### src/rtl/conv_dma_if.sv
// Bundles the job-request side and the convolution-engine side of conv_dma_sequencer.
// start is a level request sampled only while the sequencer is idle; done pulses for one cycle per finished job.
interface conv_dma_if;
  logic        start;
  logic [71:0] pix;
  logic [71:0] kern;
  logic [3:0]  passes;
  logic        kernel_keep;
  logic [31:0] result_in;
  logic [31:0] dma_port;
  logic        acc_clear;
  logic        acc_enable;
  logic [31:0] result;
  logic        done;
  logic        busy;

  modport master (
    output start, pix, kern, passes, kernel_keep, result_in,
    input  dma_port, acc_clear, acc_enable, result, done, busy
  );

  modport slave (
    input  start, pix, kern, passes, kernel_keep, result_in,
    output dma_port, acc_clear, acc_enable, result, done, busy
  );
endinterface

### src/rtl/conv_dma_sequencer.sv
// Streams a 3x3 pixel window and kernel to a convolution engine, runs the accumulate passes, captures the result.
// Optional kernel reuse across jobs is enabled by defining CONV_SEQ_KERNEL_CACHE_EN.
module conv_dma_sequencer #(
  parameter int HOLD = 2
) (
  input  logic       clk,
  input  logic       rst,
  conv_dma_if.slave  bus,
  output logic [2:0] dbg_state
);

  typedef enum logic [2:0] {IDLE, LOAD, CLEAR, ACC, WAIT} state_t;

  state_t      state_q, state_d;
  logic [71:0] pix_q, kern_q;
  logic [3:0]  passes_q;
  logic [3:0]  hold_cnt;
  logic [2:0]  sel;
  logic [3:0]  pass_cnt;
  logic        skip_q;
  logic        hold_last, load_last, pass_last;
  logic [7:0]  src_b [9];
  logic [2:0]  grp;
  logic [3:0]  b0i;

  assign hold_last = (hold_cnt == 4'(HOLD - 1));
  assign load_last = hold_last && (sel == (skip_q ? 3'd2 : 3'd5));
  // passes==0 behaves as a single pass
  assign pass_last = ({1'b0, pass_cnt} + 5'd1) >= {1'b0, passes_q};

  always_ff @(posedge clk or posedge rst) begin
    if (rst) state_q <= IDLE;
    else     state_q <= state_d;
  end

  always_comb begin
    state_d = state_q;
    case (state_q)
      IDLE:    if (bus.start) state_d = LOAD;
      LOAD:    if (load_last) state_d = CLEAR;
      CLEAR:   state_d = ACC;
      ACC:     if (pass_last) state_d = WAIT;
      WAIT:    state_d = IDLE;
      default: state_d = IDLE;
    endcase
  end

`ifdef CONV_SEQ_KERNEL_CACHE_EN
  logic kern_loaded;

  always_ff @(posedge clk or posedge rst) begin
    if (rst)                                            kern_loaded <= 1'b0;
    else if (state_q == LOAD && hold_last && sel == 3'd5) kern_loaded <= 1'b1;
  end
`else
  logic unused_keep;
  assign unused_keep = bus.kernel_keep;
`endif

  always_ff @(posedge clk or posedge rst) begin
    if (rst) begin
      pix_q      <= '0;
      kern_q     <= '0;
      passes_q   <= '0;
      hold_cnt   <= '0;
      sel        <= '0;
      pass_cnt   <= '0;
      skip_q     <= 1'b0;
      bus.result <= '0;
      bus.done   <= 1'b0;
    end else begin
      bus.done <= (state_q == WAIT);
      case (state_q)
        IDLE: if (bus.start) begin
          pix_q    <= bus.pix;
          kern_q   <= bus.kern;
          passes_q <= bus.passes;
          hold_cnt <= '0;
          sel      <= '0;
          pass_cnt <= '0;
`ifdef CONV_SEQ_KERNEL_CACHE_EN
          skip_q   <= bus.kernel_keep && kern_loaded;
`else
          skip_q   <= 1'b0;
`endif
        end
        LOAD: begin
          if (hold_last) begin
            hold_cnt <= '0;
            sel      <= sel + 3'd1;
          end else begin
            hold_cnt <= hold_cnt + 4'd1;
          end
        end
        ACC:  pass_cnt <= pass_cnt + 4'd1;
        WAIT: bus.result <= bus.result_in;
        default: ;
      endcase
    end
  end

  // Selects 0..2 carry pixel rows, 3..5 carry kernel rows; first element lands in the top byte.
  always_comb begin
    for (int i = 0; i < 9; i++) src_b[i] = (sel < 3'd3) ? pix_q[8*i +: 8] : kern_q[8*i +: 8];
    grp = (sel < 3'd3) ? sel : sel - 3'd3;
    b0i = 4'(grp) * 4'd3;
    bus.dma_port = '0;
    if (state_q == LOAD)
      bus.dma_port = {src_b[b0i], src_b[b0i + 4'd1], src_b[b0i + 4'd2], 1'b1, 4'b0000, sel};
  end

  assign bus.acc_clear  = (state_q == CLEAR);
  assign bus.acc_enable = (state_q == ACC);
  assign bus.busy       = (state_q != IDLE);
  assign dbg_state      = state_q;

endmodule

### src/flat_wrapper.sv
// flat-port wrapper written by rule: the top's interface ports become plain ports
module conv_dma_sequencer_flat 
#(
  parameter int HOLD = 2
)
  (clk, rst, dbg_state, bus_start, bus_pix, bus_kern, bus_passes, bus_kernel_keep, bus_result_in, bus_dma_port, bus_acc_clear, bus_acc_enable, bus_result, bus_done, bus_busy);
  conv_dma_if bus_i ();
  input  logic clk;
  input  logic rst;
  output logic [2:0] dbg_state;
  input wire logic [$bits(bus_i.start)-1:0] bus_start;
  input wire logic [$bits(bus_i.pix)-1:0] bus_pix;
  input wire logic [$bits(bus_i.kern)-1:0] bus_kern;
  input wire logic [$bits(bus_i.passes)-1:0] bus_passes;
  input wire logic [$bits(bus_i.kernel_keep)-1:0] bus_kernel_keep;
  input wire logic [$bits(bus_i.result_in)-1:0] bus_result_in;
  output wire logic [$bits(bus_i.dma_port)-1:0] bus_dma_port;
  output wire logic [$bits(bus_i.acc_clear)-1:0] bus_acc_clear;
  output wire logic [$bits(bus_i.acc_enable)-1:0] bus_acc_enable;
  output wire logic [$bits(bus_i.result)-1:0] bus_result;
  output wire logic [$bits(bus_i.done)-1:0] bus_done;
  output wire logic [$bits(bus_i.busy)-1:0] bus_busy;
  assign bus_i.start = bus_start;
  assign bus_i.pix = bus_pix;
  assign bus_i.kern = bus_kern;
  assign bus_i.passes = bus_passes;
  assign bus_i.kernel_keep = bus_kernel_keep;
  assign bus_i.result_in = bus_result_in;
  assign bus_dma_port = bus_i.dma_port;
  assign bus_acc_clear = bus_i.acc_clear;
  assign bus_acc_enable = bus_i.acc_enable;
  assign bus_result = bus_i.result;
  assign bus_done = bus_i.done;
  assign bus_busy = bus_i.busy;
  conv_dma_sequencer #(.HOLD(HOLD)) u_core (.clk(clk), .rst(rst), .bus(bus_i), .dbg_state(dbg_state));
endmodule
### config.mk
export PLATFORM = sky130hd
export DESIGN_NAME = conv_dma_sequencer_flat
export DESIGN_NICKNAME = d
export VERILOG_FILES = /design/src/rtl/conv_dma_if.sv /design/src/rtl/conv_dma_sequencer.sv /design/src/flat_wrapper.sv
export SDC_FILE = /design/constraint.sdc
export NUM_CORES = 1
export LEC_CHECK = 0
export ABC_AREA = 1
export BUFFER_PORTS_ARGS = -buffer_cell sky130_fd_sc_hd__buf_4
export CORE_MARGIN = 3
export CORE_UTILIZATION = 28
export DETAILED_ROUTE_END_ITERATION = 10
export GPL_ROUTABILITY_DRIVEN = 0
export GPL_TIMING_DRIVEN = 1
export PLACE_DENSITY_LB_ADDON = 0.15
export SLEW_MARGIN = 40
export SYNTH_ARGS = -nofsm -noshare
export SYNTH_HDL_FRONTEND = slang
export SYNTH_SLANG_ARGS = --single-unit
### constraint.sdc
create_clock -name clk -period 14.4 [get_ports clk]
set_clock_uncertainty 0.2 [all_clocks]
set_input_delay 1.44 -clock clk [delete_from_list [all_inputs] [get_ports clk]]
set_output_delay 1.44 -clock clk [all_outputs]
set_load 0.02 [all_outputs]
==> results of run 1 <==
## sequential cells by signal, summed over array words and instances (netlist names)
signal,flops
u_core.bus.done,1
u_core.bus.result,32
u_core.dbg_state,3
u_core.hold_cnt,4
u_core.kern_q,72
u_core.pass_cnt,4
u_core.passes_q,4
u_core.pix_q,72
u_core.sel,3
## worst min-delay path: cells and delay by family (launching register included)
kind / cells / cell delay (ns)
flip-flops: 1 / 0.34
AND/OR/NAND/NOR: 2 / 0.10
## power by group
group | switching [W] | internal (W)
logic | 0.00189 | 0.000862
registers | 0.000136 | 0.000811
clock network | 0.000238 | 0.000253
total | 0.00226 | 0.00193
## cells in the mapped netlist (all sizes together)
| cell type | instances | area share |
|---|---|---|
| o211ai | 1 | 0.00068 |
| xnor2 | 1 | 0.00079 |
| inv | 106 | 0.036 |
| a21boi | 1 | 0.00068 |
| conb | 1 | 0.00034 |
| o21ai | 98 | 0.045 |
| dfrtp | 195 | 0.44 |
| ha | 11 | 0.012 |
| a21oi | 12 | 0.0054 |
| nand3 | 126 | 0.057 |
| nor3 | 7 | 0.0032 |
| nand2 | 860 | 0.30 |
| nand3b | 20 | 0.014 |
| clkinv | 1 | 0.00034 |
| xor2 | 2 | 0.0016 |
| clkbuf | 34 | 0.012 |
| o22ai | 3 | 0.0017 |
| nor2 | 114 | 0.040 |
| buf | 60 | 0.032 |
## per-stage QoR
stage	std cells	power, W
4_1_cts	2371	0.00423
5_1_grt	2371	0.00461
6_report	2371	0.00419
3_3_place_gp	2339	0.00369
2_1_floorplan	1656	0.00277
3_5_place_dp	2339	0.00372
## worst paths after layout
kind / startpoint / to / slack (ns) / cells past startpoint
max: u_core.sel[1] / bus_dma_port[21] / 8.92 / 14
min: u_core.pix_q[50] / u_core.pix_q[50] / 0.27 / 2
max reg2reg: u_core.dbg_state[0] / u_core.kern_q[13] / 11.25 / 6
min reg2reg: u_core.pix_q[50] / u_core.pix_q[50] / 0.27 / 2
max in group asynchronous: rst / u_core.kern_q[5] / 11.95 / 3
min in group asynchronous: rst / u_core.pix_q[62] / 0.91 / 2
## cell type report
| class | count | area [µm²] | share of cell area |
|---|---|---|---|
| well taps | 518 | 648 | 0.0469 |
| clock buffers | 21 | 460 | 0.0333 |
| flip-flops and latches | 195 | 4880 | 0.353 |
| inverters | 107 | 422 | 0.0305 |
| clock inverters | 11 | 121 | 0.00879 |
| multi-input cells | 1260 | 5330 | 0.386 |
| repair buffers | 259 | 1960 | 0.142 |
## logic make-up (layout without fill, tap and decap cells)
group	Yosys count	count (layout)	share of synthesized area
buf+inv	201	398	0.0798
fa+ha+maj	11	11	0.0125
compound gates	115	115	0.0533
xor+xnor	3	3	0.00238
simple gates	1127	1127	0.410
flops	195	195	0.442
other cells	1	4	0.000340
## routing by layer
metal | track usage | part of all wire
met5 | 0 | 0.00050
met4 | 0.0528 | 0.022
met3 | 0.0486 | 0.068
met2 | 0.303 | 0.46
met1 | 0.255 | 0.44
==> results by group, run 1 <==
STA
  • Max Freq: 183 MHz
  • Period utilisation layout: 0.380
  • Fin. max-slew vios: 0
  • Setup TNS: 0 ns
  • Slew headroom: 0.454
  • Worst slew pin tran: 0.819 ns
  • Minimum clock period: 5.48 ns
  • RSZ-0062 raised after global routing: false
  • Fin Hold WS: 0.273 ns
  • Endpoints failing setup: 0
  • Hold Vio Cnt, Final: 0
  • Setup slack after layout: 8.92 ns

Placement
  • DP Worst Slack: 9.37 ns
  • Port bufs: 249
  • HPWL after DPL: 28800 µm
  • Placed Area: 0.0132 mm²

Setup path
  • Most used cell, CP: nand2_1
  • Worst path cell trace: nor2_2 > nand2_1 > nand2_4 > ha_1 > inv_2 > nand3_2 > nand2_1 > inv_2 > nand2_1 > nand3_1 > nand3_1 > nand2_1 > inv_1 > buf_4
  • Crit start category: flop
  • Setup Crit Path Kind: flop to output port
  • Worst Setup End Kind: output port
  • Slowest stage delay, CP: 0.49 ns
  • Slowest CP cell: dfrtp_1
  • Buf/Inv on CP: 4
  • Critical path arrival: 3.84 ns
  • Worst path required time: 12.76 ns
  • Max FO, Critical Path: 54
  • Delay-heaviest family, CP: simple AND/OR/NAND/NOR gates

Clocking
  • Cts repair resizes: 0
  • CTS tree: yes
  • H-tree levels: 4
  • Worst-Skew Late Latency: 0.44 ns
  • Hold-fix buffers at CTS: 0
  • CTS Buf Count: 17
  • CTS max path bufs: 2
  • CTS Sinks: 195
  • CTS root buf: clkbuf_16
  • Clk slew on worst S/H paths: 0.07 ns
  • Postcts setup bufs: 0

Routing
  • DRT iter0 DRCs: 624
  • # DRC: 0
  • ANT nets after route: 0
  • Routed wire length: 39700 µm
  • Via count: 10900
  • Drt pass-1 iters: 6
  • Vias/cell: 4.60
  • Wire per inst: 16.8 µm

Global route
  • Grt total ovfl: 0
  • Vias in the first global route: 10600
  • Largest net degree at the start of global routing: 131
  • First-pass GRT wire length: 61300 µm
  • Total GRT Usage: 0.190
  • Initial antenna violation count: 1

Power and ir drop
  • VDD IR max: 0.116 mV
  • Leak: 7.57 nW
  • PD cells: 303 mW/mm²

Floorplan
  • Core area: 0.0388 mm²
  • Number of I/O pins: 255
  • Cell row count: 72
  • Die X: 205 µm
  • Starting Density: 0.284
  • Die outline area: 0.0419 mm²
  • Die height: 205 µm

Synthesis
  • Cell Area, Synth: 0.0110 mm²
  • Synth unique cells: 29
  • Post-synthesis register bit count: 195
  • Register area share after synthesis: 0.442
  • Synth warn: 0
  • Synthesized netlist cell count: 1653
  • Syn_area_per_cell: 6.68 µm²

Final layout
  • Design area: 0.0138 mm²
  • Most frequent cells in the layout: nand2_1 (849), buf_4 (256), dfrtp_1 (195), nand3_1 (124), nor2_1 (111)
  • Layout cells sized above 1: 0.172
  • Final nets: 2035
  • Area Growth Syn to Fin: 25.1%
  • Commonest non-fill, non-tap cell in the layout: nand2_1
  • Ant diodes: 0
  • Fin util: 0.356
  • Filler instances: 4240

Outcome
  • Status: complete, no violations

Worst hold path
  • Worst min path class: flop to flop

Job
  • MaxCap Viol Count: 0
No activity file was read; power rests on OpenSTA's default activity.
==> run 2: changes to the inputs <==
- ABC_AREA: 1 -> 0
- clock period: 14.4 -> 5.3 ns (I/O delays scaled with it)
==> run 2 against run 1 <==
  * The run now ends with negative hold slack left
  * Via count fell by 9.5%
  * Die area fell by 3.9%
  * Global-route usage fell by 0.20 points
  * Cell count fell by 16%
  * Sequential power rose to 2.9 times the previous value
  * Routed wire length fell by 3.4%
  * Final area fell by 1.7%
  * Critical path type unchanged
  * Critical endpoint is now bus_dma_port[20]
==> results by group, run 2 <==
Outcome
  • Status: finished with violations (was complete, no violations)
  • Failing checks: negative hold slack

Setup path
  • Crit start category: flop (unchanged)
  • Slowest stage delay, CP: 0.57 ns (was 0.49 ns)
  • Worst Setup End Kind: output port (unchanged)
  • Setup Crit Path Kind: flop to output port (unchanged)
  • Critical path arrival: 4.26 ns (was 3.84 ns)
  • Most used cell, CP: inv_1 (was nand2_1)
  • Worst path required time: 4.57 ns (was 12.76 ns)
  • Slowest CP cell: dfrtp_2 (was dfrtp_1)
  • Buf/Inv on CP: 3 (was 4)
  • Worst path cell trace: nor2b_1 > a21oi_1 > inv_1 > ha_1 > inv_1 > a211o_1 > o21ai_0 > a211oi_1 > o211ai_1 > a311oi_1 > buf_4 (was nor2_2 > nand2_1 > nand2_4 > ha_1 > inv_2 > nand3_2 > nand2_1 > inv_2 > nand2_1 > nand3_1 > nand3_1 > nand2_1 > inv_1 > buf_4)
  • Delay-heaviest family, CP: compound AO/OA/AOI/OAI gates (was simple AND/OR/NAND/NOR gates)
  • Max FO, Critical Path: 21 (was 54)

Synthesis
  • Post-synthesis register bit count: 195 (unchanged)
  • Synth top area cells: dfrtp_1 (46%), nand2_1 (19%), mux2_2 (3.4%) (was dfrtp_1 (44%), nand2_1 (29%), nand3_1 (5.7%))
  • Asr flop ratio synth: 1.00 (unchanged)
  • Synth unique cells: 63 (was 29)
  • Synthesized netlist cell count: 1282 (was 1653)
  • Synth area leader: dfrtp_1 (unchanged)
  • Syn_area_per_cell: 8.27 µm² (was 6.68 µm²)
  • Register area share after synthesis: 0.460 (was 0.442)
  • Cell Area, Synth: 0.0106 mm² (was 0.0110 mm²)
  • Post-synth EDFFs: 0 (unchanged)
  • Most frequent cell after synthesis: nand2_1 (unchanged)
  • Post-synth top cells: nand2_1 (532), dfrtp_1 (195), clkbuf_1 (57), a211oi_1 (41) (was nand2_1 (849), dfrtp_1 (195), nand3_1 (126), nor2_1 (111), inv_1 (97))
  • Top_reg_cell synth: dfrtp_1 (unchanged)
  • Top cell type's share of synthesized area: 0.460 (was 0.442)
  • Synth warn: 0 (unchanged)

Routing
  • Vias/cell: 4.95 (was 4.60)
  • ANT nets after route: 0 (unchanged)
  • DRT iter0 DRCs: 864 (was 624)
  • Drt pass-1 iters: 5 (was 6)
  • # DRC: 0 (unchanged)
  • Routed wire length: 38400 µm (was 39700 µm)
  • Via count: 9867 (was 10900)
  • Wire per inst: 19.2 µm (was 16.8 µm)

Floorplan
  • Core area: 0.0370 mm² (was 0.0388 mm²)
  • Die height: 201 µm (was 205 µm)
  • Die outline area: 0.0402 mm² (was 0.0419 mm²)
  • Number of I/O pins: 255 (unchanged)
  • Cell row count: 70 (was 72)
  • Starting Density: 0.287 (was 0.284)
  • Die X: 201 µm (was 205 µm)

Job
  • MaxCap Viol Count: 0 (unchanged)

Power and ir drop
  • VDD IR max: 0.365 mV (was 0.116 mV)
  • PD cells: 792 mW/mm² (was 303 mW/mm²)
  • Leak: 6.71 nW (was 7.57 nW)

STA
  • Worst slew pin tran: 0.753 ns (was 0.819 ns)
  • Endpoints failing setup: 0 (unchanged)
  • Setup slack after layout: 0.311 ns (was 8.92 ns)
  • Period utilisation layout: 0.941
  • Minimum clock period: 4.99 ns
  • Max Freq: 200 MHz
  • Hold Vio Cnt, Final: 1 (was 0)
  • Slew headroom: 0.498 (was 0.454)
  • Setup TNS: 0 ns (unchanged)
  • Fin Hold WS: -0.00238 ns (was 0.273 ns)
  • RSZ-0062 raised after global routing: false (unchanged)
  • Fin. max-slew vios: 0 (unchanged)

Final layout
  • Final nets: 1673 (was 2035)
  • Area Growth Syn to Fin: 28.1% (was 25.1%)
  • Layout cells sized above 1: 0.237 (was 0.172)
  • Most frequent cells in the layout: nand2_1 (531), buf_4 (270), dfrtp_1 (193), a211oi_1 (41) (was nand2_1 (849), buf_4 (256), dfrtp_1 (195), nand3_1 (124), nor2_1 (111))
  • Commonest non-fill, non-tap cell in the layout: nand2_1 (unchanged)
  • Ant diodes: 0 (unchanged)
  • Largest registers: u_core.kern_q: 72 flops, u_core.pix_q: 72 flops, u_core.bus.result: 32 flops (unchanged)
  • Filler instances: 3915 (was 4240)

Global route
  • Total GRT Usage: 0.188 (was 0.190)
  • Largest net degree at the start of global routing: 127 (was 131)
  • Vias in the first global route: 9567 (was 10600)
  • Grt total ovfl: 0 (unchanged)
  • First-pass GRT wire length: 58700 µm (was 61300 µm)
  • Initial antenna violation count: 1 (unchanged)

Clocking
  • H-tree levels: 4 (unchanged)
  • Worst-Skew Late Latency: 0.45 ns (was 0.44 ns)
  • CTS Sinks: 195 (unchanged)
  • CTS tree: yes (unchanged)
  • CTS max path bufs: 2 (unchanged)
  • Clk slew on worst S/H paths: 0.08 ns (was 0.07 ns)
  • CTS root buf: clkbuf_16 (unchanged)
  • CTS Buf Count: 17 (unchanged)

Placement
  • Port bufs: 249 (unchanged)
  • DP Worst Slack: 0.615 ns (was 9.37 ns)
  • HPWL after DPL: 28900 µm (was 28800 µm)

Worst hold path
  • Worst min path class: input port to asynchronous set/reset pin (was flop to flop)
run 2: cell count changes in the layout (fill, tap and decap cells not counted), sizes merged, moves of 37 or more:
cell and change:
nand2 -327, a211oi +41, nor2b +37, a31oi +37
inv -90, nand3 -115, o21ai -59, nor2 -96
run 2: logic make-up after synthesis:
logic type,after synthesis,synth area share
AO/OA/AOI/OAI,249,0.160
XOR/XNOR,9,0.00743
adder cells (fa/ha/maj),11,0.0130
buffers and inverters,114,0.0493
flip-flops,195,0.460
multiplexers,56,0.0594
other,1,0.000354
AND/OR/NAND/NOR,647,0.251
run 2: what timing repair did:
item,CTS,global route
endpoints found under the setup margin,0,5
setup buffers,0,0
hold buffers,0,0
resized for setup,0,2
run 2: layout make-up:
cell class                      instances  area, µm²  area share
Inverter                               15       60.1     0.00442
Sequential cell                       195       4880       0.359
Tap cell                              504        631      0.0464
Multi-Input combinational cell        976       5270       0.388
Clock buffer                           18        429      0.0316
Timing Repair Buffer                  273       2080       0.153
Clock inverter                         14        235      0.0173
run 2: metal layers:
metal | vias up | part of all wire | GRT usage
met4 | 0 | 0.014 | 0.0427
met1 | 4707 | 0.49 | 0.281
met2 | 361 | 0.44 | 0.278
li1 | 4765 | - | -
met3 | 34 | 0.060 | 0.0391
met5 | - | 0 | 0
run 2: power by group:
| group | switching (W) | total, W | internal, W |
|---|---|---|---|
| sequential | 0.000683 | 0.00275 | 0.00207 |
| clock | 0.000628 | 0.00148 | 0.000855 |
| combinational | 0.00409 | 0.00653 | 0.00244 |
| total | 0.00540 | 0.0108 | 0.00536 |
run 2: worst min-delay path, cell delays in order:
cell and delay, ns:
buf_4 0.12, clkinvlp_4 0.11, buf_12 0.29
run 2: path summary, 6_finish.rpt:
kind	startpoint	to	cells past startpoint	slack, ns
max	u_core.sel[2]	bus_dma_port[20]	11	0.31
min	rst	u_core.kern_q[30]	3	-0.002
max reg2reg	u_core.dbg_state[1]	u_core.pix_q[15]	5	2.63
min reg2reg	u_core.passes_q[0]	u_core.passes_q[0]	2	0.30
max in group asynchronous	rst	u_core.sel[0]	3	4.21
min in group clk	bus_kern[56]	u_core.kern_q[56]	3	0.06
run 2: stage by stage:
step           power, W  instances  hold WS (ns)  utilization  cell area [µm²]
3_5_place_dp    0.00918       1963         0.279        0.349            12900
4_1_cts          0.0107       1995        0.0203        0.367            13600
6_report         0.0108       1995      -0.00238        0.367            13600
3_3_place_gp    0.00910       1963         0.275        0.349            12900
5_1_grt          0.0115       1995        0.0295        0.367            13600
2_1_floorplan   0.00670       1285         0.250            -            10600
